--- src/rtl/sram_pkg.sv ---
// Shared state encoding, default timing/width constants and the wait-counter
// sizing helper for the asynchronous SRAM controller.
package sram_pkg;

  typedef enum logic [2:0] {
    ST_IDLE,
    ST_RD,
    ST_WR_SETUP,
    ST_WR_PULSE,
    ST_WR_HOLD
  } state_t;

  localparam int DEF_ADDR_W     = 20;
  localparam int DEF_DATA_W     = 8;
  localparam int DEF_RD_WAIT    = 2;
  localparam int DEF_WR_WAIT    = 2;
  localparam int DEF_BLINK_BITS = 22;

  // One counter serves both read and write waits, so it must hold the larger load.
  function automatic int cnt_width(input int rd_wait, input int wr_wait);
    int max_wait;
    int width;
    max_wait = (rd_wait > wr_wait) ? rd_wait : wr_wait;
    width    = $clog2(max_wait + 1);
    return (width < 1) ? 1 : width;
  endfunction

endpackage

--- src/rtl/alive_blinker.sv ---
// Free-running heartbeat counter; its MSB drives the alive LED straight from a flop.
module alive_blinker
  import sram_pkg::*;
#(
  parameter int BLINK_BITS = DEF_BLINK_BITS
) (
  input  logic i_clk,
  input  logic i_reset,
  output logic o_led
);

  logic [BLINK_BITS-1:0] count;

  always_ff @(posedge i_clk) begin
    if (i_reset) count <= '0;
    else         count <= count + 1'b1;
  end

  assign o_led = count[BLINK_BITS-1];

endmodule

--- src/rtl/sram_ctrl.sv ---
// Single-port asynchronous SRAM controller: one read or write at a time, with
// configurable access waits and every SRAM strobe registered.
module sram_ctrl
  import sram_pkg::*;
#(
  parameter int ADDR_W     = DEF_ADDR_W,
  parameter int DATA_W     = DEF_DATA_W,
  parameter int RD_WAIT    = DEF_RD_WAIT,
  parameter int WR_WAIT    = DEF_WR_WAIT,
  parameter int BLINK_BITS = DEF_BLINK_BITS
) (
  input  logic              i_clk,
  input  logic              i_reset,
  input  logic              i_req,
  input  logic              i_we,
  input  logic [ADDR_W-1:0] i_addr,
  input  logic [DATA_W-1:0] i_wdata,
  output logic              o_ready,
  output logic              o_rvalid,
  output logic [DATA_W-1:0] o_rdata,
  output logic              o_wack,
  output logic [ADDR_W-1:0] o_sram_addr,
  output logic [DATA_W-1:0] o_sram_dq,
  output logic              o_sram_dq_oe,
  input  logic [DATA_W-1:0] i_sram_dq,
  output logic              o_sram_ce_n,
  output logic              o_sram_oe_n,
  output logic              o_sram_we_n,
  output logic              o_led
);

  localparam int CNT_W = cnt_width(RD_WAIT, WR_WAIT);
  localparam logic [CNT_W-1:0] RD_LOAD = CNT_W'(RD_WAIT);
  localparam logic [CNT_W-1:0] WR_LOAD = CNT_W'(WR_WAIT);

  state_t           state, state_n;
  logic [CNT_W-1:0] cnt, cnt_n;
  logic             accept;
  logic             rd_done;
  logic             wr_done;

  always_comb begin
    state_n = state;
    cnt_n   = cnt;
    accept  = 1'b0;
    rd_done = 1'b0;
    wr_done = 1'b0;
    case (state)
      ST_IDLE: begin
        if (i_req) begin
          accept  = 1'b1;
          state_n = i_we ? ST_WR_SETUP : ST_RD;
          cnt_n   = RD_LOAD;
        end
      end
      ST_RD: begin
        if (cnt == '0) begin
          rd_done = 1'b1;
          state_n = ST_IDLE;
        end else begin
          cnt_n = cnt - 1'b1;
        end
      end
      ST_WR_SETUP: begin
        state_n = ST_WR_PULSE;
        cnt_n   = WR_LOAD;
      end
      ST_WR_PULSE: begin
        if (cnt == '0) state_n = ST_WR_HOLD;
        else           cnt_n   = cnt - 1'b1;
      end
      ST_WR_HOLD: begin
        wr_done = 1'b1;
        state_n = ST_IDLE;
      end
      default: state_n = ST_IDLE;
    endcase
  end

  // Strobes are decoded from the next state and registered, so pins change only on clock edges.
  always_ff @(posedge i_clk) begin
    if (i_reset) begin
      state        <= ST_IDLE;
      cnt          <= '0;
      o_sram_ce_n  <= 1'b1;
      o_sram_oe_n  <= 1'b1;
      o_sram_we_n  <= 1'b1;
      o_sram_dq_oe <= 1'b0;
      o_rvalid     <= 1'b0;
      o_wack       <= 1'b0;
      o_rdata      <= '0;
      o_sram_addr  <= '0;
      o_sram_dq    <= '0;
    end else begin
      state        <= state_n;
      cnt          <= cnt_n;
      o_sram_ce_n  <= (state_n == ST_IDLE);
      o_sram_oe_n  <= (state_n != ST_RD);
      o_sram_we_n  <= (state_n != ST_WR_PULSE);
      o_sram_dq_oe <= (state_n == ST_WR_SETUP) || (state_n == ST_WR_PULSE) ||
                      (state_n == ST_WR_HOLD);
      o_rvalid     <= rd_done;
      o_wack       <= wr_done;
      if (rd_done) o_rdata <= i_sram_dq;
      if (accept) begin
        o_sram_addr <= i_addr;
        o_sram_dq   <= i_wdata;
      end
    end
  end

  assign o_ready = (state == ST_IDLE);

  alive_blinker #(
    .BLINK_BITS(BLINK_BITS)
  ) u_blinker (
    .i_clk  (i_clk),
    .i_reset(i_reset),
    .o_led  (o_led)
  );

endmodule

--- config.mk ---
export PLATFORM = sky130hd
export DESIGN_NAME = sram_ctrl
export DESIGN_NICKNAME = d
export VERILOG_FILES = /design/src/rtl/sram_pkg.sv /design/src/rtl/alive_blinker.sv /design/src/rtl/sram_ctrl.sv
export SDC_FILE = /design/constraint.sdc
export NUM_CORES = 1
export LEC_CHECK = 0
export ABC_CLOCK_PERIOD_IN_PS = 2000
export BUFFER_PORTS_ARGS = -buffer_cell sky130_fd_sc_hd__buf_2
export CAP_MARGIN = 5
export CORE_MARGIN = 2
export CORE_UTILIZATION = 40
export CTS_BUF_LIST = sky130_fd_sc_hd__clkbuf_8
export DETAILED_ROUTE_END_ITERATION = 8
export GPL_TIMING_DRIVEN = 0
export PLACE_DENSITY = 0.75
export SYNTH_ARGS = -nofsm -noshare
export SYNTH_HDL_FRONTEND = slang
export SYNTH_HIERARCHICAL = 1
export SYNTH_SLANG_ARGS = --single-unit
--- constraint.sdc ---
create_clock -name i_clk -period 2 [get_ports i_clk]
set_input_delay 0 -clock i_clk [delete_from_list [all_inputs] [get_ports i_clk]]
set_output_delay 0 -clock i_clk [all_outputs]
set_load 0.03 [all_outputs]
# Word level (Yosys, flattened, before mapping)
# Cells that the tools add are included.
# word_totals
inputBits	40
wordCells	46
romBits	0
latch_bits	0
mem_count	0
ram_bits	0
out_inout_bits	44
regBits	69
# op_classes
order_cmp	0
reduce_logical	8
bitwise	0
div	0
shifts	0
add_sub_neg	2
n_eq_ne	11
n_mux	13
mul	0
# ops
op	n
22-bit by 1-bit adder with 22-bit output, second input constant	1
3-bit by 2-bit == test with 1-bit output, second input constant	4
3-bit case mux with 4 select lines	1
3-bit two-way mux	3
3-bit == test, second input constant	2
3-bit zero test	2
2-bit two-way mux	3
2-bit case mux with 3 select lines	1
1-bit two-way mux	5
2-bit inequality test, second input constant	2
3-bit by 1-bit == test with 1-bit output, second input constant	1
3-bit by 1-bit inequality test with 1-bit output, second input constant	1
3-bit by 2-bit inequality test with 1-bit output, second input constant	1
3-bit AND reduction	1
3-bit nonzero test	1
2-bit zero test	1
1-bit logical OR	2
2-bit OR reduction	1
2-bit by 1-bit subtractor with 2-bit output, second input constant	1

# Longest topological paths before layout
# Gate-level depths: netlist of the first run.
# depth
word_depth	6
ltp_mapped	6
depth_no_buf	5

# Cells and area by module
# The synthesis of the first run kept the hierarchy.
# by_module_without_submodules
module	seq_area_each_um2	cells_per_inst	n_inst	area_each_um2
sram_ctrl	940.9	205	1	1736.7
alive_blinker	440.4	107	1	950.9

# Least setup slack after synthesis of the first run
# No wires, ideal clock.
# synth_timing
path_kind	flip-flop to flip-flop
from	reg u_blinker.count[0]
to	reg u_blinker.count[18]
required_ns	1.929
path_stages_with_launch	6
period_less_slack_ns	1.527
path_buffers	0
setup_ns	0.071
setup_slack_ns	0.473
arrival_time_ns	1.456
path_cell_list	dfxtp_1 ha_1 and2_1 nand2_2 or4_1 a21oi_1
# synth_between
elab_chain_cells	1
# synth_lines
item	line_no	rtl
start, declared	alive_blinker.sv:12	logic [BLINK_BITS-1:0] count;
start signal, assigned	alive_blinker.sv:16	else count <= count + 1'b1;
22-bit by 1-bit adder with 22-bit output	alive_blinker.sv:16	
# Every way passes these cells.
# A chain may end at the register's enable or synchronous reset.

# Worst setup path after layout of the first run
# layout_timing
from	reg u_blinker.count[0]
to	reg u_blinker.count[14]
# The elaborated chain is that of the path after synthesis.

==> reports/qor.csv, run 1 <==
metric;value;unit
Die Wd;86.0;um
startpoint types;register;
H-tree levels;3;
Clk pin slew, worst setup/hold paths;0.08;ns
cells along the critical path;ha_1 > and2_1 > nand4_2 > or3_1 > a21oi_1;
Slew @ Worst Pin;0.664;ns
most common flop cell mapped by yosys;dfxtp_1;
placed cells;472;
r2r endpoint;u_blinker/count[14];
Leak Pwr;1.64;nW
antenna violations before repair;0;
num rows;29;
MaxCap Viol Count;0;
DR iter-0 viols;102;
FMAX;582;MHz
final wirelength;7110;um
clock latency on the worst-skew pair;0.35;ns
vias per inst;5.02;
number of global-route vias before repair;2566;
Crit. End Element;register;
non-filler instance count after layout;525;
R2R Setup Slk;0.28;ns
Adder-Cell Fraction of Synth Area;0.931;%
commonest non-fill, non-tap cell in the layout;buf_2;
Worst Path Buf+Inv;0;
outcome;finished clean;
DP Wirelength;4550;um
Max IR drop VDD;0.551;mV
Nets;485;
total power draw;3.36;mW
DRC viols;0;
Hold WC Path Type;input pin to register;
post-synthesis sequential area ratio;51.4;%
Yosys cell types;36;
Slew Limit Fails;0;
DIE AREA;7390;um^2
fin crit share;85.9;%
largest family of logic cells by synthesized area;simple AND/OR/NAND/NOR gates;
Port Buffers;83;
Cell Area, Synth;2690;um^2
#FFs+latches synth;69;
post-synthesis xor/xnor area fraction;3.58;%
Setup Buffers After CTS;0;
Root Driver;clkbuf_8;
Crit Path Max Fanout;7;
cell count after synthesis;312;
post-cts resize count;0;
setup TNS;0;ns
Max stage delay cell, worst path;dfxtp_1;
WP data required;2.27;ns
Total GRT Usage;20.0;%
hold path startpoint;i_we;
critical path's largest stage delay;0.40;ns
mux contribution to synthesized area;0;%
worst reg2reg startpoint;u_blinker/count[0];
via count;2633;
power per cell area;885;nW/um^2
number of I/O pins;84;
die height;86.0;um
Num CTS Buffers;9;
Warnings, synthesis;6;
clock period minus worst slack;1.72;ns
Fin. Hold Viols;0;
area fraction in compound gates after synthesis;12.5;%
drt wl/cell;13.5;um
Avg Inst Size Synth;8.61;um^2
# diodes;0;
number of enable flip-flop cells after synthesis;0;
WP data arrival;1.99;ns
Slew headroom;55.6;%
WHS Path Cells;3;
layout cells sized above 1;25.4;%
CP Class;register to register;
TritonCTS clock tree;done;
first-pass GRT wire length;11600;um
Worst Skew;0.0116;ns
worst hold path endpoint;state[1];
Synth-to-Final Area Change;41.3;%
drt pass-1 iters;4;
RSZ-0062 raised after global routing;no;
Post-Synth Simple-Gate Area;26.5;%
CP top delay family;simple AND/OR/NAND/NOR gates;
clock sinks;69;
most frequent cells in the layout;86 x buf_2, 79 x nand2_1, 69 x dfxtp_1, 48 x a21oi_1, 37 x dlygate4sd3_1;
Finish-stage setup viols;0;
core box area;6420;um^2
Post-synth ARST share;0;%
Initial Util;41.8;%
Post-DRT Antenna Nets;0;
syn nets;354;
reg2reg path depth;5;
Levels on crit path;5;
clk buf depth;2;
gr ovfl total;0;
RD Place Congestion;0.775;
Hold-fix buffers, CTS;37;
final design utilization;59.1;%
largest net degree at the start of global routing;15;
layer usage:
metal	GRT usage (%)	up-vias	share of wire (%)
met5	0	-	0
met4	10.4	0	2.4
met3	4.72	19	3.8
met2	34.6	69	52
met1	22.8	1222	41
li1	-	1323	-
area by class of cell:
type | count | area, um^2
fill | 536 | 2630
sequential | 69 | 1380
multi-input combinational | 220 | 1170
timing repair buffer | 120 | 786
clock buffer | 9 | 124
buffer | 18 | 116
clock inverter | 7 | 104
tap | 77 | 96.3
inverter | 5 | 18.8
Yosys cell counts, types with 3 or more instances:
| cell type | instances | area, um^2 |
|---|---|---|
| a21oi_1 | 48 | 240 |
| and2_1 | 3 | 18.8 |
| and3_1 | 5 | 31.3 |
| buf_2 | 3 | 15.0 |
| buf_6 | 6 | 67.6 |
| clkbuf_1 | 9 | 33.8 |
| dfxtp_1 | 69 | 1380 |
| inv_1 | 5 | 18.8 |
| nand2_1 | 79 | 297 |
| nand3_1 | 8 | 40.0 |
| nand4_1 | 5 | 31.3 |
| nor2_1 | 14 | 52.6 |
| nor3_1 | 3 | 15.0 |
| o21ai_0 | 9 | 45.0 |
| or3_1 | 10 | 62.6 |
| xor2_1 | 9 | 78.8 |
power breakdown:
| group | switching [mW] | internal [mW] |
|---|---|---|
| logic | 0.349 | 0.222 |
| registers | 0.0425 | 1.45 |
| clock network | 0.576 | 0.722 |
| total | 0.968 | 2.39 |
sequential cells by signal (all words and copies together) (netlist names), 2 cells and up:
name             count
o_rdata              8
state                3
cnt                  2
o_sram_addr         20
o_sram_dq            8
u_blinker/count     22
kinds of logic after synthesis:
kind of cell,Yosys count
fa+ha+maj,2
compound gates,63
simple gates,144
xor+xnor,11
buf+inv,23
flops,69
stage by stage:
stage          setup slack (ns)  hold WS, ns  instance area, um^2
2_1_floorplan             0.473       0.0691                 2690
3_3_place_gp              0.358        0.241                 3200
3_5_place_dp              0.294        0.247                 3200
4_1_cts                   0.271       0.0389                 3800
5_1_grt                   0.168       0.0617                 3800
6_report                  0.282       0.0512                 3800
worst register-to-register path: stages (launching register included):
cell and delay [ns]:
dfxtp_1 0.40, ha_1 0.22, and2_1 0.25, nand4_2 0.22
or3_1 0.40, a21oi_1 0.15
worst max-delay path by stage:
stage	startpoint	endpoint	slack (ns)
5_1_grt	u_blinker/count[0]	u_blinker/count[14]	0.17
3_3_place_gp	u_blinker/count[0]	u_blinker/count[14]	0.36
2_1_floorplan	u_blinker/count[0]	u_blinker/count[18]	0.47
3_5_place_dp	u_blinker/count[0]	u_blinker/count[14]	0.29
4_1_cts	u_blinker/count[0]	u_blinker/count[14]	0.27
6_report	u_blinker/count[0]	u_blinker/count[14]	0.28
Power figures use the tool's default switching activity.
==> run 2: changes to the inputs <==
--- a/config.mk
+++ b/config.mk
@@ -5,6 +5,7 @@
 export SDC_FILE = /design/constraint.sdc
 export NUM_CORES = 1
 export LEC_CHECK = 0
+export ABC_AREA = 1
 export ABC_CLOCK_PERIOD_IN_PS = 2000
 export BUFFER_PORTS_ARGS = -buffer_cell sky130_fd_sc_hd__buf_2
 export CAP_MARGIN = 5
@@ -13,8 +14,7 @@
 export CTS_BUF_LIST = sky130_fd_sc_hd__clkbuf_8
 export DETAILED_ROUTE_END_ITERATION = 8
 export GPL_TIMING_DRIVEN = 0
-export PLACE_DENSITY = 0.75
+export PLACE_DENSITY = 0.74
 export SYNTH_ARGS = -nofsm -noshare
 export SYNTH_HDL_FRONTEND = slang
-export SYNTH_HIERARCHICAL = 1
 export SYNTH_SLANG_ARGS = --single-unit
==> run 2 against run 1 <==
  * Clock power decreased by 25%
  * Sequential share of layout area decreased by 0.97 points
  * Area after synthesis increased by 5.8%
  * Core utilization decreased by 2.0 points
  * Cell count increased by 16%
  * First-iteration DRC count increased by 42%
  * Highest routed layer unchanged
  * Worst setup slack improved by 0.25 ns
  * Sequential cell count unchanged
==> reports/qor.csv, run 2 <==
metric;value;unit
DRC viols;0;
Post-DRT Antenna Nets;0;
number of I/O pins;84;
critical path's largest stage delay;0.38;ns
cell count after synthesis;380;
Worst Skew;0.0111;ns
Crit. End Element;primary output;
Warnings, synthesis;0;
drt pass-1 iters;4;
fin crit share;73.3;%
syn nets;422;
vias per inst;4.72;
clock period minus worst slack;1.47;ns
post-cts resize count;0;
num rows;30;
DP Wirelength;4630;um
Crit Path Max Fanout;10;
met2 Use GR;32.2;%
core box area;6830;um^2
Num CTS Buffers;9;
Regs by FF count;u_blinker.count x22, o_sram_addr x20;
Worst Path Buf+Inv;3;
post-synthesis sequential area ratio;48.6;%
Max IR drop VDD;0.539;mV
# diodes;0;
CP Class;register to primary output;
multi-input logic area;1240;um^2
MaxCap Viol Count;0;
layout cells sized above 1;23.5;%
Slew headroom;65.1;%
synth top area cells;dfxtp_1 49%, nand2_1 11%, a21oi_1 7.9%;
CP top delay family;buffers and inverters;
hold slack;0.0815;ns
Avg Inst Size Synth;7.48;um^2
Synth-to-Final Area Change;37.2;%
Hold WC Path Type;input pin to register;
setup TNS;0;ns
most common flop cell mapped by yosys;dfxtp_1;
WP data required;2.00;ns
TritonCTS clock tree;done;
clock latency on the worst-skew pair;0.35;ns
GRT Max-Usage Layer;met2;
Finish-stage setup viols;0;
DR iter-0 viols;145;
post-synth top area share;48.6;%
drt wl/cell;11.6;um
Root Driver;clkbuf_8;
met3 usage;6.16;%
outcome;finished clean;
Post-synth ARST share;0;%
register name with the most flops;u_blinker.count;
cells along the critical path;nor2_2 > inv_2 > nor2_4 > buf_6 > buf_2;
Max stage delay cell, worst path;dfxtp_1;
fillcell total;599;
Slew Limit Fails;0;
via count;2879;
Slew @ Worst Pin;0.524;ns
max FFs per register;22;
#FFs+latches synth;69;
clock sinks;69;
Nets;551;
Port Buffers;82;
Clk pin slew, worst setup/hold paths;0.07;ns
die height;88.3;um
Leak Pwr;1.67;nW
WP data arrival;1.47;ns
commonest non-fill, non-tap cell in the layout;buf_2;
Global Route met1 Usage;22.1;%
most instantiated cells after synthesis;80 x nand2_1, 69 x dfxtp_1, 54 x nor2_1;
largest net degree at the start of global routing;13;
RSZ-0062 raised after global routing;no;
power per cell area;808;nW/um^2
FF+latch area;1380;um^2
number of enable flip-flop cells after synthesis;0;
most common cell in the synthesized netlist;nand2_1;
number of global-route vias before repair;2736;
most frequent cells in the layout;85 x buf_2, 80 x nand2_1, 69 x dfxtp_1, 54 x nor2_1, 45 x a21oi_1;
RD Place Congestion;0.829;
gr ovfl total;0;
DIE AREA;7800;um^2
H-tree levels;3;
Cell Area, Synth;2840;um^2
antenna violations before repair;0;
Fin. Hold Viols;0;
Initial Util;41.6;%
final wirelength;7100;um
startpoint types;register;
Die Wd;88.3;um
clk buf depth;2;
Yosys cell types;28;
Total GRT Usage;18.6;%
FMAX;682;MHz
first-pass GRT wire length;11500;um
post-synth top area cell;dfxtp_1;
==> run 2: cell count changes after synthesis, moves of 4 or more <==
cell	delta
inv_2	+4
or3_1	-10
xor2_1	-6
nor2_4	+5
o21ai_0	+7
nor2_1	+40
and3_1	-5
inv_1	+25
nand3_1	+29
==> run 2: kinds of logic (layout without fill, tap and decap cells) <==
logic type / after synthesis / after routing / share of synthesized area (%)
adders and majority gates: 2 / 2 / 0.880
DFF: 69 / 69 / 48.6
and+or+nand+nor: 190 / 190 / 29.4
AOI/OAI and AO/OA: 66 / 66 / 11.9
buffers and inverters: 49 / 183 / 7.92
xor gates and xnor gates: 4 / 4 / 1.23
==> run 2: layout make-up <==
| type | instances | area share, % |
|---|---|---|
| buffer | 15 | 2.50 |
| timing repair buffer | 118 | 19.8 |
| sequential | 69 | 35.4 |
| clock inverter | 7 | 1.12 |
| clock buffer | 9 | 3.18 |
| inverter | 34 | 3.27 |
| tap | 96 | 3.08 |
| multi-input combinational | 262 | 31.7 |
==> run 2: final timing paths <==
kind | slack [ns] | start | end | cells after the start
hold reg to reg | 0.45 | u_blinker.count[0] | u_blinker.count[0] | 1
hold / removal | 0.08 | i_we | o_sram_oe_n | 7
setup / recovery | 0.53 | state[0] | o_ready | 5
setup reg to reg | 0.56 | u_blinker.count[0] | u_blinker.count[20] | 8
==> run 2: where the power goes <==
group	internal [mW]	total (mW)	switching [mW]
Combinational	0.245	0.672	0.426
Clock	0.442	0.970	0.528
Sequential	1.46	1.51	0.0454
Total	2.15	3.15	1.00
==> run 2: worst register-to-register path, delay by kind of cell (launching register included) <==
family	cells	cell delay [ns]
AND/OR/NAND/NOR	7	0.78
adder cells (fa/ha/maj)	1	0.17
flip-flops	1	0.36
==> run 2: what timing repair did <==
action | CTS | global route
hold buffers | 36 | 0
hold endpoints to repair | 36 | 0
endpoints found under the setup margin | 0 | 0
buffers inserted | 0 | 0
==> run 2: metal layers <==
metal | vias up | routed length [um]
met5 | - | 0
li1 | 1484 | -
met2 | 93 | 3470
met1 | 1300 | 3090
met4 | 0 | 19
met3 | 2 | 528
==> run 2: through the flow <==
stage	worst slack, ns	power, mW	std cells	area, um^2	utilization (%)
floorplan	0.748	1.97	380	2840	-
global placement	0.593	2.14	558	3370	49.4
detailed placement	0.563	2.15	558	3370	49.4
CTS	0.515	3.17	610	3900	57.1
global route	0.426	3.32	610	3900	57.1
finish	0.534	3.15	610	3900	57.1
